===== src/rtl/life_sequencer.sv =====
// life_sequencer: steps one Conway generation across a double-banked 1-bit cell RAM,
// plotting only the cells that change; also services single-cell loads and full-grid clears.
module life_sequencer #(
    parameter int WIDTH  = 160,
    parameter int HEIGHT = 120
) (
    input  logic        clock,
    input  logic        reset,
    input  logic        start,
    input  logic        run,
    input  logic        load,
    input  logic [7:0]  load_x,
    input  logic [6:0]  load_y,
    input  logic        clear,
    output logic        rd_en,
    output logic [7:0]  rd_x,
    output logic [6:0]  rd_y,
    output logic        rd_bank,
    input  logic        rd_data,
    output logic        wr_en,
    output logic [7:0]  wr_x,
    output logic [6:0]  wr_y,
    output logic        wr_bank,
    output logic        wr_data,
    output logic [7:0]  x,
    output logic [6:0]  y,
    output logic [2:0]  colour,
    output logic        plot,
    output logic        busy,
    output logic        gen_done,
    output logic [15:0] generation
);

    localparam logic [7:0] X_LAST = 8'(WIDTH - 1);
    localparam logic [6:0] Y_LAST = 7'(HEIGHT - 1);

    typedef enum logic [2:0] {
        S_IDLE,
        S_LOAD,
        S_CLEAR,
        S_FETCH,
        S_EVAL,
        S_WRITE,
        S_DONE
    } state_t;

    state_t      r_state;
    state_t      w_state_next;

    logic        r_bank;
    logic [15:0] r_gen;
    logic [7:0]  r_cx;
    logic [6:0]  r_cy;
    logic [1:0]  r_kx;
    logic [1:0]  r_ky;
    logic [3:0]  r_count;
    logic        r_self;
    logic        r_prev_valid;
    logic        r_prev_self;
    logic        r_next;
    logic        r_cur;
    logic [7:0]  r_lx;
    logic [6:0]  r_ly;
    logic [7:0]  r_x;
    logic [6:0]  r_y;
    logic [2:0]  r_colour;

    logic        w_last_cell;
    logic [7:0]  w_cx_adv;
    logic [6:0]  w_cy_adv;
    logic        w_x_ok;
    logic        w_y_ok;
    logic [7:0]  w_nx;
    logic [6:0]  w_ny;
    logic        w_slot_first;
    logic        w_slot_self;
    logic        w_slot_last;
    logic        w_in_data;
    logic [3:0]  w_count_now;
    logic        w_self_now;
    logic        w_next_now;
    logic        w_load_ok;

    assign w_last_cell = (r_cx == X_LAST) && (r_cy == Y_LAST);
    assign w_cx_adv    = (r_cx == X_LAST) ? 8'd0 : r_cx + 8'd1;
    assign w_cy_adv    = (r_cx == X_LAST) ? ((r_cy == Y_LAST) ? 7'd0 : r_cy + 7'd1) : r_cy;

    // Neighbour slot (kx,ky) in 0..2 maps to offset (kx-1, ky-1); grid edges are dead, no wrap.
    assign w_x_ok = !((r_kx == 2'd0) && (r_cx == 8'd0)) && !((r_kx == 2'd2) && (r_cx == X_LAST));
    assign w_y_ok = !((r_ky == 2'd0) && (r_cy == 7'd0)) && !((r_ky == 2'd2) && (r_cy == Y_LAST));
    assign w_nx   = (r_kx == 2'd0) ? r_cx - 8'd1 : (r_kx == 2'd2) ? r_cx + 8'd1 : r_cx;
    assign w_ny   = (r_ky == 2'd0) ? r_cy - 7'd1 : (r_ky == 2'd2) ? r_cy + 7'd1 : r_cy;

    assign w_slot_first = (r_kx == 2'd0) && (r_ky == 2'd0);
    assign w_slot_self  = (r_kx == 2'd1) && (r_ky == 2'd1);
    assign w_slot_last  = (r_kx == 2'd2) && (r_ky == 2'd2);

    // rd_data belongs to the slot issued on the previous cycle.
    assign w_in_data   = r_prev_valid & rd_data;
    assign w_count_now = r_count + {3'b000, w_in_data & ~r_prev_self};
    assign w_self_now  = r_self | (w_in_data & r_prev_self);
    assign w_next_now  = (w_count_now == 4'd3) | (w_self_now & (w_count_now == 4'd2));

    assign w_load_ok  = (r_lx <= X_LAST) && (r_ly <= Y_LAST);
    assign generation = r_gen;

    always_ff @(posedge clock or posedge reset) begin
        if (reset) begin
            r_state <= S_IDLE;
        end else begin
            r_state <= w_state_next;
        end
    end

    always_comb begin
        w_state_next = r_state;
        rd_en        = 1'b0;
        rd_x         = '0;
        rd_y         = '0;
        rd_bank      = 1'b0;
        wr_en        = 1'b0;
        wr_x         = '0;
        wr_y         = '0;
        wr_bank      = 1'b0;
        wr_data      = 1'b0;
        plot         = 1'b0;
        x            = r_x;
        y            = r_y;
        colour       = r_colour;
        gen_done     = 1'b0;
        busy         = (r_state != S_IDLE);
        case (r_state)
            S_IDLE: begin
                if (clear) begin
                    w_state_next = S_CLEAR;
                end else if (load) begin
                    w_state_next = S_LOAD;
                end else if (start || run) begin
                    w_state_next = S_FETCH;
                end
            end
            S_LOAD: begin
                if (w_load_ok) begin
                    wr_en   = 1'b1;
                    wr_x    = r_lx;
                    wr_y    = r_ly;
                    wr_bank = r_bank;
                    wr_data = 1'b1;
                    plot    = 1'b1;
                    x       = r_lx;
                    y       = r_ly;
                    colour  = 3'b111;
                end
                w_state_next = S_IDLE;
            end
            S_CLEAR: begin
                wr_en   = 1'b1;
                wr_x    = r_cx;
                wr_y    = r_cy;
                wr_bank = r_bank;
                wr_data = 1'b0;
                plot    = 1'b1;
                x       = r_cx;
                y       = r_cy;
                colour  = 3'b000;
                if (w_last_cell) begin
                    w_state_next = S_IDLE;
                end
            end
            S_FETCH: begin
                if (w_x_ok && w_y_ok) begin
                    rd_en   = 1'b1;
                    rd_x    = w_nx;
                    rd_y    = w_ny;
                    rd_bank = r_bank;
                end
                if (w_slot_last) begin
                    w_state_next = S_EVAL;
                end
            end
            S_EVAL: begin
                w_state_next = S_WRITE;
            end
            S_WRITE: begin
                wr_en   = 1'b1;
                wr_x    = r_cx;
                wr_y    = r_cy;
                wr_bank = ~r_bank;
                wr_data = r_next;
                if (r_next != r_cur) begin
                    plot   = 1'b1;
                    x      = r_cx;
                    y      = r_cy;
                    colour = r_next ? 3'b111 : 3'b000;
                end
                w_state_next = w_last_cell ? S_DONE : S_FETCH;
            end
            S_DONE: begin
                gen_done     = 1'b1;
                w_state_next = run ? S_FETCH : S_IDLE;
            end
            default: begin
                w_state_next = S_IDLE;
            end
        endcase
    end

    always_ff @(posedge clock or posedge reset) begin
        if (reset) begin
            r_bank       <= 1'b0;
            r_gen        <= '0;
            r_cx         <= '0;
            r_cy         <= '0;
            r_kx         <= '0;
            r_ky         <= '0;
            r_count      <= '0;
            r_self       <= 1'b0;
            r_prev_valid <= 1'b0;
            r_prev_self  <= 1'b0;
            r_next       <= 1'b0;
            r_cur        <= 1'b0;
            r_lx         <= '0;
            r_ly         <= '0;
            r_x          <= '0;
            r_y          <= '0;
            r_colour     <= '0;
        end else begin
            r_prev_valid <= 1'b0;
            r_prev_self  <= 1'b0;
            if (plot) begin
                r_x      <= x;
                r_y      <= y;
                r_colour <= colour;
            end
            case (r_state)
                S_IDLE: begin
                    r_cx <= '0;
                    r_cy <= '0;
                    r_kx <= '0;
                    r_ky <= '0;
                    if (load) begin
                        r_lx <= load_x;
                        r_ly <= load_y;
                    end
                end
                S_CLEAR, S_WRITE: begin
                    r_cx <= w_cx_adv;
                    r_cy <= w_cy_adv;
                end
                S_FETCH: begin
                    r_prev_valid <= rd_en;
                    r_prev_self  <= w_slot_self;
                    r_count      <= w_slot_first ? 4'd0 : w_count_now;
                    r_self       <= w_slot_first ? 1'b0 : w_self_now;
                    if (r_kx == 2'd2) begin
                        r_kx <= 2'd0;
                        r_ky <= (r_ky == 2'd2) ? 2'd0 : r_ky + 2'd1;
                    end else begin
                        r_kx <= r_kx + 2'd1;
                    end
                end
                S_EVAL: begin
                    r_next <= w_next_now;
                    r_cur  <= w_self_now;
                end
                S_DONE: begin
                    r_bank <= ~r_bank;
                    r_gen  <= r_gen + 16'd1;
                end
                default: begin
                end
            endcase
        end
    end

endmodule


===== config.mk =====
export PLATFORM = sky130hd
export DESIGN_NAME = life_sequencer
export DESIGN_NICKNAME = d
export VERILOG_FILES = /design/src/rtl/life_sequencer.sv
export SDC_FILE = /design/constraint.sdc
export NUM_CORES = 1
export LEC_CHECK = 0
export ABC_CLOCK_PERIOD_IN_PS = 4900
export CAP_MARGIN = 25
export CORE_MARGIN = 4
export CORE_UTILIZATION = 50
export CTS_CLUSTER_DIAMETER = 150
export CTS_CLUSTER_SIZE = 12
export DETAILED_ROUTE_END_ITERATION = 8
export GPL_TIMING_DRIVEN = 0
export PLACE_DENSITY = 0.78
export SLEW_MARGIN = 15
export SYNTH_ARGS = -nofsm -noshare
export SYNTH_HDL_FRONTEND = slang
export SYNTH_SLANG_ARGS = --single-unit

===== constraint.sdc =====
create_clock -name clock -period 4.9 [get_ports clock]
set_input_delay 1.47 -clock clock [delete_from_list [all_inputs] [get_ports clock]]
set_output_delay 1.47 -clock clock [all_outputs]
set_load 0.01 [all_outputs]

# ---- Word-level counts from Yosys, hierarchy flattened
# Cells that the tools add are included.
dict set report classes {
  mux 56
  reduce_logical 30
  n_eq_ne 20
  magnitude_cmp 2
  bitwise 8
  add_sub_neg 8
}
# operator n
set ops {}
lappend ops {{8-bit 2-to-1 mux} 8}
lappend ops {{7-bit 2-to-1 mux} 9}
lappend ops {{8-bit case mux with 2 select lines} 2}
lappend ops {{7-bit case mux with 2 select lines} 2}
lappend ops {{3-bit 2-to-1 mux} 9}
lappend ops {{8-bit case mux with 3 select lines} 1}
lappend ops {{7-bit case mux with 3 select lines} 1}
lappend ops {{3-bit case mux with 6 select lines} 1}
lappend ops {{16-bit by 1-bit adder with 16-bit output, second input constant} 1}
lappend ops {{1-bit logical AND} 12}
lappend ops {{1-bit 2-to-1 mux} 11}
lappend ops {{3-bit == test, second input constant} 3}
lappend ops {{3-bit case mux with 3 select lines} 1}
lappend ops {{8-bit by 1-bit adder with 8-bit output, second input constant} 1}
lappend ops {{4-bit by 2-bit == test with 1-bit output, second input constant} 2}
lappend ops {{8-bit == test, second input constant} 1}
lappend ops {{8-bit <= comparator, second input constant} 1}
lappend ops {{8-bit zero test} 1}
lappend ops {{2-bit 2-to-1 mux} 4}
lappend ops {{2-bit case mux with 2 select lines} 2}
lappend ops {{8-bit by 1-bit subtractor with 8-bit output, second input constant} 1}
lappend ops {{7-bit by 1-bit adder with 7-bit output, second input constant} 1}
lappend ops {{7-bit == test, second input constant} 1}
lappend ops {{7-bit <= comparator, second input constant} 1}
lappend ops {{27 further kinds} 47}
dict set report totals {
  inputBits 22
  wordCells 142
  register_bits 81
  out_inout_bits 72
}

# ---- Longest topological paths before layout
dict set report logic_depth {
  depth_word 8
  mapped_depth 8
  mapped_depth_nobuf 8
}

# ---- Worst setup path before layout
# No wires, ideal clock.
dict set report synth_timing {
  kind {register to output}
  startpoint {register r_cx[0]}
  endpoint {output port rd_x[0]}
  path_stages_with_launch 9
  arrival_time_ps 1783
  slack_ps 1647
  path_cell_list {dfrtp_1 > ha_1 > and4_1 > and3_1 > clkbuf_2 > nand2_1 > o211ai_2 > buf_4 > nor2_1}
}
dict set report synth_between {
  elab_chain_cells 7
}
# element line_no
set synth_lines {}
lappend synth_lines {{from (decl)} 52} ;# logic [7:0] r_cx;
lappend synth_lines {{from (signal assigned)} 247} ;# r_cx <= w_cx_adv;
lappend synth_lines {{branches (longest 5 deep; another with 8-bit by 1-bit adder with 8-bit output)} --}
lappend synth_lines {{8-bit 2-to-1 mux *} 171} ;# if (w_x_ok && w_y_ok) begin
lappend synth_lines {{8-bit 2-to-1 mux *} 132} ;# case (r_state)
lappend synth_lines {{to (decl)} 16} ;# output logic [7:0] rd_x,
# Every way passes the cells marked *.

# ---- Final worst setup path
dict set report layout_timing {
  startpoint {register r_cx[0]}
  endpoint {output port rd_y[5]}
}
dict set report layout_between {
  elab_chain_cells 7
}
# element line_no
set layout_lines {}
lappend layout_lines {{8-bit == test / 8-bit zero test (equally long branches)} 89} ;# assign w_x_ok = !((r_kx == 2'd0) && (r_cx == 8'd0)) && !((r_kx == 2'd2) && (r_cx == X_LAST));
lappend layout_lines {{1-bit logical AND} 89}
lappend layout_lines {{1-bit zero test} 89}
lappend layout_lines {{1-bit logical AND *} 89}
lappend layout_lines {{1-bit logical AND *} 171}
lappend layout_lines {{7-bit 2-to-1 mux *} 171}
lappend layout_lines {{7-bit 2-to-1 mux *} 132}
lappend layout_lines {{to (decl)} 17} ;# output logic [6:0] rd_y,
# Mark *: on every way between the ends. The rest lies on a longest branch, timed or not.

==> impl_results.md <==
- RSZ-0062 raised after global routing: no
- Synth cell types: 65
- CTS resizes: 0
- Fmax: 224 MHz
- Remaining DRCs: 0
- Core ar.: 8890 sq um
- Total track usage: 0.226
- Vias per inst: 5.71
- Tmin final: 4.46 ns
- Clock skew: 0.0171 ns
- Synthesized net count: 535
- Critical Path AT: 2.99 ns
- Status: complete, no violations
- Worst-Margin Slew: 0.553 ns
- Post-route ant nets: 0
- Mean Syn Cell Area: 9.21 sq um
- Post-synth ARST share: 1.00
- I/O pin count: 94
- Mapped Area: 4650 sq um
- Pin count of the biggest net entering global routing: 49
- Setup crit end kind: output pin
- Vias in the first global route: 4137
- Setup-failing EPs final: 0
- Fin. Hold Viols: 0
- Clk sinks: 81
- Crit path required time: 3.43 ns
- Filler cell count: 723
- Post-synth EDFFs: 0
- Post-DP HPWL: 8.96 mm
- Port Buffer Count: 93
- Die area: 10900 sq um
- Initial antenna violation count: 0
- CTS hold repair buffers: 0
- Leakage: 2.74 nW
- Relative max-transition margin: 0.628
- DR vias: 4129
- # Max-Cap Violations: 0
- First-pass GRT wire length: 20.3 mm
- Ant. Diodes: 0
- Synth Instances: 505
- Rows: 34
- Fin nets: 640
- Max-slew violation count: 0
- Routed WL: 11.9 mm
- Setup crit start kind: flop
- Core Util, Final: 0.667
- Highest fanout seen on the critical path: 10
- Htree depth: 3
- Critical path class: flop to output pin
- Setup TNS: 0 ns
- Area post-placement: 5750 sq um
- Initial Utilization: 0.523
- Final period util: 0.911
- Synthesis Warnings: 0
- Seq cells post-synth: 81
- Main synth FF type: dfrtp_1
- GP Congestion: 0.848
- Peak supply drop: 140 uV
- Max Buffers Root-to-Sink: 2
- Post-synthesis sequential area ratio: 0.436
- Synth area leader: dfrtp_1
- Wirelength per Cell: 16.4 um
- Layout cells sized above 1: 0.117
- Drt pass-1 iters: 4
- # Post-CTS Setup Buffers: 0
- Pwr per Cell Area: 216 nW/um^2
- TritonCTS clock tree: done
- Fin area: 5930 sq um
- Grt total ovfl: 0
- Die height: 104 um
- Hold Path Class: flop to flop
- Worst-Skew Late Latency: 0.36 ns
- TritonCTS Buffers: 9
- Initial drt markers: 259
- Die width: 104 um
- Reg clk slew, reported paths: 0.10 ns
- Clock root cell: clkbuf_8
- Area added between synthesis and finish: 27.5%
- Dominant cells by area after synthesis: dfrtp_1, nand2_1, xnor2_1
- Share of the synthesized area in the top cell type: 0.436
layout by cell type (no fill, tap or decap), types with 3 or more instances in the layout:
cell type	synthesis	final
a21oi_1	12	12
a22o_1	19	19
a22oi_1	14	14
a31oi_1	3	3
and3_1	6	6
and4_1	3	3
buf_2	10	10
buf_4	6	6
clkbuf_1	13	14
clkbuf_8	0	10
clkdlybuf4s50_1	0	93
clkinvlp_4	0	3
dfrtp_1	81	81
ha_1	8	8
inv_1	11	10
inv_2	4	4
mux2_2	15	15
nand2_1	83	83
nand2b_1	9	9
nand3_1	24	24
nand4_1	9	9
nor2_1	42	42
nor3_1	5	5
nor4_1	4	4
nor4b_1	3	3
o21a_1	4	4
o21ai_0	32	32
o21ai_1	5	5
xnor2_1	26	26
xor2_1	8	8
state kept, by name, summed over array words and instances (netlist names), 2 cells and up:
signal	count
generation	16
r_cx	8
r_lx	8
r_x	8
r_cy	7
r_ly	7
r_y	7
r_count	4
r_colour	3
r_state	3
r_kx	2
r_ky	2
cell usage after synthesis (9+ instances only):
cell,number
o21ai_0,32
nand2b_1,9
a22oi_1,14
inv_1,11
buf_2,10
nand4_1,9
a21oi_1,12
mux2_2,15
xnor2_1,26
clkbuf_1,13
nand2_1,83
a22o_1,19
nor2_1,42
dfrtp_1,81
nand3_1,24
final timing paths:
kind | depth (start not counted) | to | from | slack (ns)
worst min-delay path | 2 | r_y[6] | r_y[6] | 0.47
min in group asynchronous | 2 | generation[14] | reset | 1.48
worst max register to register | 7 | r_prev_valid | r_cy[0] | 2.73
max in group asynchronous | 3 | r_cy[4] | reset | 2.84
worst max-delay path | 9 | rd_y[5] | r_cx[0] | 0.44
worst min register to register | 2 | r_y[6] | r_y[6] | 0.47
report_power, final:
part	switching, W	leakage [nW]	total (W)	internal [W]
clock	0.000257	0.0822	0.000458	0.000201
sequential	0.0000125	1.08	0.000701	0.000689
combinational	0.0000532	1.57	0.000120	0.0000668
total	0.000323	2.74	0.00128	0.000956
cell type report:
| type | count | area [sq um] | area share |
|---|---|---|---|
| multi-input combinational | 377 | 2400 | 0.405 |
| sequential | 81 | 2030 | 0.342 |
| timing repair buffer | 94 | 958 | 0.162 |
| buffer | 32 | 164 | 0.0276 |
| clock buffer | 11 | 141 | 0.0238 |
| tap | 108 | 135 | 0.0228 |
| inverter | 15 | 58.8 | 0.00992 |
| clock inverter | 5 | 40.0 | 0.00675 |
cell families (layout without fill, tap and decap cells):
family | after synthesis | after routing | share of synthesized area
simple gates | 212 | 212 | 0.232
fa+ha+maj | 9 | 9 | 0.0237
flops | 81 | 81 | 0.436
mux | 17 | 17 | 0.0406
xor+xnor | 34 | 34 | 0.0640
compound gates | 105 | 105 | 0.157
buf+inv | 47 | 157 | 0.0473
per-layer routing:
layer | wire [um] | share of wire | track usage
met5 | 0 | 0 | 0
met4 | 173 | 0.015 | 0.0703
met3 | 690 | 0.058 | 0.0341
met2 | 5800 | 0.49 | 0.381
met1 | 5220 | 0.44 | 0.301
critical path: stages (launching register included):
cell and delay (ns):
dfrtp_1 0.39, ha_1 0.29, and4_1 0.30, and3_1 0.19
clkbuf_2 0.19, nand2_1 0.12, o211ai_2 0.18, buf_4 0.25
nor2_1 0.16, clkdlybuf4s50_1 0.56
per-stage QoR:
step                std cells  total power (W)  hold WS (ns)  setup WS (ns)
global route              723          0.00133         0.496          0.294
global placement          706         0.000829         0.444         0.0335
CTS                       723          0.00129         0.471          0.450
finish                    723          0.00128         0.466          0.436
floorplan                 505         0.000766         0.433           1.35
detailed placement        707         0.000836         0.449          0.845
Note: power is estimated with default switching activity, not from simulation.
